$ cat src/rtl/wb_regfile_stage.sv
// Writeback stage: picks ALU or RAM result, writes the 8-entry register file, counts retires/loads.
// Latency: wb_* and counters update on the commit edge; reads are combinational (new value next cycle,
// or same cycle with WB_REGFILE_BYPASS_EN defined). Backpressure: none, one writeback accepted per cycle.
// Ports: clk/reset (sync, active-low); alu_result_in, ram_rdata_in, gp_reg_wb_in, mem_re_in,
// gp_rdata2_address_in from EX/MEM-WB; rd_addr1/2 -> rd_data1/2 for decode;
// wb_valid_out/wb_addr_out/wb_data_out report the last committed write; retire_count/load_count saturate.
module wb_regfile_stage #(
    parameter int DATA_W = 10,
    parameter int ADDR_W = 3,
    parameter int CNT_W  = 16
) (
    input  logic              clk,
    input  logic              reset,
    input  logic [DATA_W-1:0] alu_result_in,
    input  logic [DATA_W-1:0] ram_rdata_in,
    input  logic              gp_reg_wb_in,
    input  logic              mem_re_in,
    input  logic [ADDR_W-1:0] gp_rdata2_address_in,
    input  logic [ADDR_W-1:0] rd_addr1,
    input  logic [ADDR_W-1:0] rd_addr2,
    output logic [DATA_W-1:0] rd_data1,
    output logic [DATA_W-1:0] rd_data2,
    output logic              wb_valid_out,
    output logic [ADDR_W-1:0] wb_addr_out,
    output logic [DATA_W-1:0] wb_data_out,
    output logic [CNT_W-1:0]  retire_count,
    output logic [CNT_W-1:0]  load_count
);

    localparam int NREG = 1 << ADDR_W;
    localparam logic [CNT_W-1:0] CNT_ONE = {{(CNT_W-1){1'b0}}, 1'b1};
    localparam logic [CNT_W-1:0] CNT_MAX = {CNT_W{1'b1}};

    logic [DATA_W-1:0] regs_q [NREG];
    logic              wb_valid_q;
    logic [ADDR_W-1:0] wb_addr_q;
    logic [DATA_W-1:0] wb_data_q;
    logic [CNT_W-1:0]  retire_cnt_q, retire_cnt_d;
    logic [CNT_W-1:0]  load_cnt_q, load_cnt_d;
    logic [DATA_W-1:0] wb_dat;

    assign wb_dat = mem_re_in ? ram_rdata_in : alu_result_in;

    // Saturating counters: stick at all-ones instead of wrapping.
    always_comb begin
        retire_cnt_d = retire_cnt_q;
        load_cnt_d   = load_cnt_q;
        if (gp_reg_wb_in) begin
            if (retire_cnt_q != CNT_MAX) retire_cnt_d = retire_cnt_q + CNT_ONE;
            if (mem_re_in && (load_cnt_q != CNT_MAX)) load_cnt_d = load_cnt_q + CNT_ONE;
        end
    end

    always_ff @(posedge clk) begin
        if (!reset) begin
            for (int i = 0; i < NREG; i++) regs_q[i] <= '0;
            wb_valid_q   <= 1'b0;
            wb_addr_q    <= '0;
            wb_data_q    <= '0;
            retire_cnt_q <= '0;
            load_cnt_q   <= '0;
        end else begin
            retire_cnt_q <= retire_cnt_d;
            load_cnt_q   <= load_cnt_d;
            if (gp_reg_wb_in) begin
                // Register 0 is hardwired to zero; the write is still reported and counted.
                if (gp_rdata2_address_in != '0) regs_q[gp_rdata2_address_in] <= wb_dat;
                wb_valid_q <= 1'b1;
                wb_addr_q  <= gp_rdata2_address_in;
                wb_data_q  <= wb_dat;
            end else begin
                wb_valid_q <= 1'b0;
            end
        end
    end

    always_comb begin
        rd_data1 = (rd_addr1 == '0) ? '0 : regs_q[rd_addr1];
        rd_data2 = (rd_addr2 == '0) ? '0 : regs_q[rd_addr2];
`ifdef WB_REGFILE_BYPASS_EN
        // Write-through forwarding of the writeback in flight this cycle.
        if (gp_reg_wb_in && reset && (rd_addr1 == gp_rdata2_address_in) && (rd_addr1 != '0))
            rd_data1 = wb_dat;
        if (gp_reg_wb_in && reset && (rd_addr2 == gp_rdata2_address_in) && (rd_addr2 != '0))
            rd_data2 = wb_dat;
`endif
    end

    assign wb_valid_out = wb_valid_q;
    assign wb_addr_out  = wb_addr_q;
    assign wb_data_out  = wb_data_q;
    assign retire_count = retire_cnt_q;
    assign load_count   = load_cnt_q;

endmodule

$ cat config.mk
export PLATFORM = sky130hd
export DESIGN_NAME = wb_regfile_stage
export DESIGN_NICKNAME = d
export VERILOG_FILES = /design/src/rtl/wb_regfile_stage.sv
export SDC_FILE = /design/constraint.sdc
export NUM_CORES = 1
export LEC_CHECK = 0
export ABC_AREA = 1
export ABC_CLOCK_PERIOD_IN_PS = 2850
export CORE_ASPECT_RATIO = 0.5
export CORE_UTILIZATION = 38
export CTS_BUF_LIST = sky130_fd_sc_hd__clkbuf_4 sky130_fd_sc_hd__clkbuf_8 sky130_fd_sc_hd__clkbuf_16
export DETAILED_ROUTE_END_ITERATION = 8
export GPL_ROUTABILITY_DRIVEN = 0
export PLACE_DENSITY_LB_ADDON = 0.12
export SLEW_MARGIN = 20
export SYNTH_ARGS = -nofsm -noshare
export SYNTH_HDL_FRONTEND = slang
export SYNTH_SLANG_ARGS = --single-unit
$ cat constraint.sdc
create_clock -name clk -period 2.85 [get_ports clk]
set_input_delay 0.285 -clock clk [delete_from_list [all_inputs] [get_ports clk]]
set_output_delay 0.285 -clock clk [all_outputs]
set_load 0.05 [all_outputs]
; Word-level counts from Yosys, hierarchy flattened
; Memories as Yosys holds them, arrays and structs flattened.
; Cells that the tools add are included.
[totals]
in_bits = 33
n_memories = 1
elab_cells = 29
ramBits = 80
romBits = 0
out_inout_bits = 66
latchBits = 0
reg_bits = 46
[memory_table]
columns = memory, words, width, rd, rd_clocked_by_memory_dff, wr, line
row1 = regs_q, 8, 10, 2, 0, 8, 34  ; logic [DATA_W-1:0] regs_q [NREG];
[op_classes]
add_sub_neg = 2
n_eq_ne = 2
n_mul = 0
bitwise_logic = 0
shifts = 0
n_mux = 12
n_div = 0
reduce_logical = 7
magnitude_cmp = 0
[ops]
columns = op, n
row1 = two-way mux 10 bit, 4
row2 = "adder 16 x 1 -> 16 bit, second input constant", 2
row3 = "inequality test 16 bit, second input constant", 2
row4 = OR reduction 10 bit, 1
row5 = two-way mux 1 bit, 7
row6 = logical NOT 3 bit, 2
row7 = AND reduction 2 bit, 2
row8 = two-way mux 3 bit, 1
row9 = nonzero test 3 bit, 1
row10 = logical AND 1 bit, 1

; Longest topological paths before layout
[depth]
word_depth = 7
ltp_mapped = 11
depth_no_buf = 10

; Least setup slack after synthesis
; No wires, ideal clock.
[synth_timing]
path_type = input port to output port
startpoint = input port rd_addr1[0]
endpoint = output port rd_data1[9]
stages = 6
n_path_buf = 2
required_time_ns = 2.565
setup_slack_ns = 0.961
arrival_ns = 1.604
path_cell_list = clkbuf_2 clkbuf_1 o211ai_1 nand3_1 nand2_1 nor2_1
[synth_via]
elab_chain_len = 2
elab_cells_between_ends = 3
classes_between = 1 x mux / 1 x reduce/logical / 1 x memory
[synth_lines]
columns = element, line
row1 = from (decl), 19  ; input logic [ADDR_W-1:0] rd_addr1,
row2 = memory (8 x 10 bit) or logical NOT 3 bit (tied branches), n/a
row3 = two-way mux 10 bit (*), 78  ; rd_data1 = (rd_addr1 == '0) ? '0 : regs_q[rd_addr1];
row4 = to (decl), 21  ; output logic [DATA_W-1:0] rd_data1,
; Every way passes the cells marked *; elsewhere a longest branch is shown, timed or not.

; Final worst setup path
[layout_timing]
startpoint = input port rd_addr2[0]
endpoint = output port rd_data2[1]
[layout_via]
elab_chain_len = 2
elab_cells_between_ends = 3
classes_between = 1 x mux / 1 x reduce/logical / 1 x memory
[layout_lines]
columns = element, line
row1 = from (decl), 20  ; input logic [ADDR_W-1:0] rd_addr2,
row2 = memory (8 x 10 bit) or logical NOT 3 bit (tied branches), n/a
row3 = two-way mux 10 bit (*), 79  ; rd_data2 = (rd_addr2 == '0) ? '0 : regs_q[rd_addr2];
row4 = to (decl), 22  ; output logic [DATA_W-1:0] rd_data2,
; Marked as above.

==> flow_results.org <==
** Timing
- Worst clock skew :: 8.365 ps
- Final Hold Violating Endpoints :: 0
- Final Cycle Share :: 82.63%
- Transition time of the tightest slew-check pin :: 694.2 ps
- Setup TNS Final :: 0 ps
- Setup violations remaining at the end of the flow were counted as 0.
- Remaining max-slew budget at the tightest pin :: 53.67%
- Setup repair after global routing left no endpoint under its margin.
- Counting I/O delays and the setup requirement, the final critical path takes 2355 ps.
- Slew Viols, Final :: 0
- Based on the critical path, the design can be clocked at up to 424.6 MHz.
- Across all hold checks on the routed design, the worst slack comes to 294.1 ps.

** GRT
- For met3 alone, demand over resource in global routing was 4.875%.
- Overall Global Routing Usage :: 22.11%
- The first global-routing pass estimated 31.72 mm of wire.
- Met1 routing resource usage after global routing :: 30.43%
- After global routing, the most crowded layer is met2.
- The via count of the first global-routing pass is 6,120.
- Remaining Overflow, GRT :: 0
- Antenna violations before repair :: 0
- Entering global routing, the biggest net connects 54 pins.
- Global routing used 34.39% of the available met2 tracks.

** Worst setup path
- In this run the worst path has a maximum fanout of 50.
- CP Data Required Time :: 2570 ps
- Crit. End Element :: output pin
- Type of origin of the critical path :: input port
- Type of the worst setup path :: in -> out
- STA puts the critical path data arrival time at 2070 ps.

** Placement
- Input and output buffers added on the ports amount to 98.
- Once detailed placement completed, the half-perimeter wirelength came to 13.91 mm.
- After detailed placement, the total cell area comes to 8344 µm².

** Detailed routing
- The routed layout has 6,343 vias.
- After detailed routing, the number of remaining DRC violations is 0.
- Dividing the detail-routed wire length by the instance count gives 16.02 µm.
- The first detailed-routing pass ran for 7 iterations.
- The first routing iteration left 480 violations.
- Post-detailed-route via-to-cell ratio :: 5.091
- In this run the remaining antenna-violating nets after routing total 0.
- Wires add up to 19.97 mm.

** Clocking
- PostCTS Resize Cnt :: 0
- TritonCTS built the clock tree.
- TritonCTS created 17 clock buffers.
- Largest buffer count on any clock path :: 2
- Clock-pin slew was measured on the worst setup and hold paths at 60 ps.
- The clock net in this run drives a total of 126 sinks.
- Setup repair bufs after CTS :: 0
- The clock tree synthesis step divided the H-tree into 4 levels.
- Clock latency on the worst-skew pair, taken at its later pin, is 410 ps.
- The tree is rooted in a sky130_fd_sc_hd__clkbuf_16.
- Hold-fix buffers, CTS :: 0

** Run
- Max Cap Violations :: 0

** Logic synthesis
- Flop and latch count out of synthesis :: 126
- Synthesized instance count :: 896
- Of the post-synthesis cell area, the part taken by muxes is 1.784%.
- Synth cell types :: 32
- Area fraction in and, or, nand and nor cells after synthesis :: 28.08%
- Summing the areas of all xor and xnor instances in the mapped netlist gives 0% of the synthesized area.
- Combined area of all synthesized cells :: 6872 µm²
- By area, the combinational part of the netlist is dominated by simple AND/OR/NAND/NOR gates.
- Yosys mapped a number of flops with a built-in enable equal to 80.
- Share of async-settable or async-resettable flops after synthesis :: 0%
- Synthesized-area fraction occupied by adder cells :: 0.3642%
- Compound-gate portion of the synthesized area :: 12.82%
- Yosys Warn Count :: 0
- Average cell area after synthesis :: 7.669 µm²
- Dominant register cell in the synthesized netlist :: sky130_fd_sc_hd__edfxtp_1
- Post-synthesis sequential area ratio :: 48.36%

** Outcome
- The run finished with clean final reports.

** Die
- Die W :: 192.2 µm
- The total area inside the core boundary comes to 17,530 µm².
- The floorplan has 34 rows.
- Die boundary height :: 97.09 µm
- 99 I/O pins were placed.
- The initial utilization of the core area, before any placement, comes to 39.21%.
- DIE AREA :: 18,660 µm²

** Power and ir drop
- The clock network burns 43.4% of the power.
- Largest vdd supply drop :: 0.4137 mV
- For this design the ratio of total power to cell area is 584.2 nW/µm².
- Summed over all cells, the static leakage comes to 0.003581 µW.
- For this design the total switching power over the nets is 1464 µW.
- The internal power of the cells totals 3771 µW.
- In this run, the combinational gates consume 16.6% of the power.
- Switching share of power :: 27.96%
- Flop pwr share :: 40.0%

** Final layout
- Ratio of cells with drive above 1 in the final layout :: 11.76%
- Relative area change from synthesis to final layout :: 30.39%
- Antenna cell count :: 0
- Post-layout instance area :: 8960 µm²
- Net total in the final layout :: 1,034
- Counting the fill cells in the layout gives 1,695.

** Hold path
- Class of the most critical hold timing path :: in -> reg
## cells in the mapped netlist, types with 15 or more instances
master | n | area, µm²
sky130_fd_sc_hd__nor2_1 | 174 | 653.1
sky130_fd_sc_hd__o21ai_0 | 89 | 445.4
sky130_fd_sc_hd__nand2_1 | 168 | 630.6
sky130_fd_sc_hd__clkbuf_1 | 22 | 82.58
sky130_fd_sc_hd__dfxtp_1 | 46 | 920.9
sky130_fd_sc_hd__nand3_1 | 74 | 370.4
sky130_fd_sc_hd__a21oi_1 | 53 | 265.3
sky130_fd_sc_hd__nor2_2 | 15 | 93.84
sky130_fd_sc_hd__buf_2 | 17 | 85.08
sky130_fd_sc_hd__inv_1 | 78 | 292.8
sky130_fd_sc_hd__edfxtp_1 | 80 | 2402
sky130_fd_sc_hd__o211ai_1 | 20 | 150.1
## registers in the layout, summed over array words and instances, names as in the netlist
register,cells
load_count,16
regs_q,80
retire_count,16
wb_addr_out,3
wb_data_out,10
wb_valid_out,1
## cell type report
type	count	area, µm²	area share [%]
Sequential cell	126	3323	37.09
Multi-Input combinational cell	641	2995	33.43
Timing Repair Buffer	128	1414	15.78
Clock buffer	18	432.9	4.832
Inverter	85	319.1	3.561
Tap cell	234	292.8	3.268
Clock inverter	14	182.7	2.039
## metal layers
metal  wire [µm]  share of wire [%]
met5           0                  0
met2        8914                 45
met1        9291                 47
met4         329                1.6
met3        1430                7.2
## layout by cell type (no fill, tap or decap), drive strengths merged, types with 3 or more instances in the layout
master | synthesis | layout
a21oi | 53 | 53
buf | 29 | 51
bufinv | 0 | 3
clkbuf | 24 | 18
clkdlybuf4s50 | 0 | 77
clkinv | 6 | 9
conb | 1 | 10
dfxtp | 46 | 46
edfxtp | 80 | 80
inv | 79 | 85
mux2i | 10 | 10
nand2 | 174 | 174
nand3 | 78 | 78
nand4 | 3 | 3
nor2 | 192 | 192
nor3 | 3 | 3
o211ai | 20 | 20
o21ai | 93 | 93
## metrics by stage
step	cells	worst slack (ps)	util, %	total power (µW)
CTS	1246	540.5	51.12	5265
floorplan	905	961.4	-	2597
global placement	1214	519.2	47.61	2993
finish	1246	494.9	51.12	5234
global route	1246	341.6	51.12	5425
detailed placement	1214	528.4	47.61	2999
## power by group through the flow
| stage | Combinational (µW) | Clock, µW | Sequential [µW] |
|---|---|---|---|
| after floorplan | 431 | 0 | 2170 |
| after CTS | 872 | 2300 | 2090 |
| after global placement | 865 | 0 | 2130 |
| after detailed placement | 870 | 0 | 2130 |
| after global routing | 930 | 2390 | 2100 |
| final | 871 | 2270 | 2090 |
## path summary, 6_finish.rpt
| kind | start | end | slack (ps) | cells after the start |
|---|---|---|---|---|
| max | rd_addr2[0] | rd_data2[1] | 490 | 7 |
| min | reset | wb_valid_out | 290 | 3 |
| max reg2reg | load_count[0] | load_count[2] | 1030 | 9 |
| min reg2reg | wb_data_out[2] | wb_data_out[2] | 490 | 2 |
## cells by family after synthesis
group	Yosys count
simple gates	453
buf+inv	138
flops	126
mux	10
other cells	1
fa+ha+maj	2
compound gates	166
## worst max-delay path, stage by stage
cell                              delay (ps)
sky130_fd_sc_hd__clkdlybuf4s50_1         480
sky130_fd_sc_hd__buf_4                   440
sky130_fd_sc_hd__o21ai_0                 170
sky130_fd_sc_hd__o21ai_1                 190
sky130_fd_sc_hd__a21oi_1                  70
sky130_fd_sc_hd__nor2_1                  240
sky130_fd_sc_hd__buf_12                  180
Note: power is estimated with default switching activity, not from simulation.
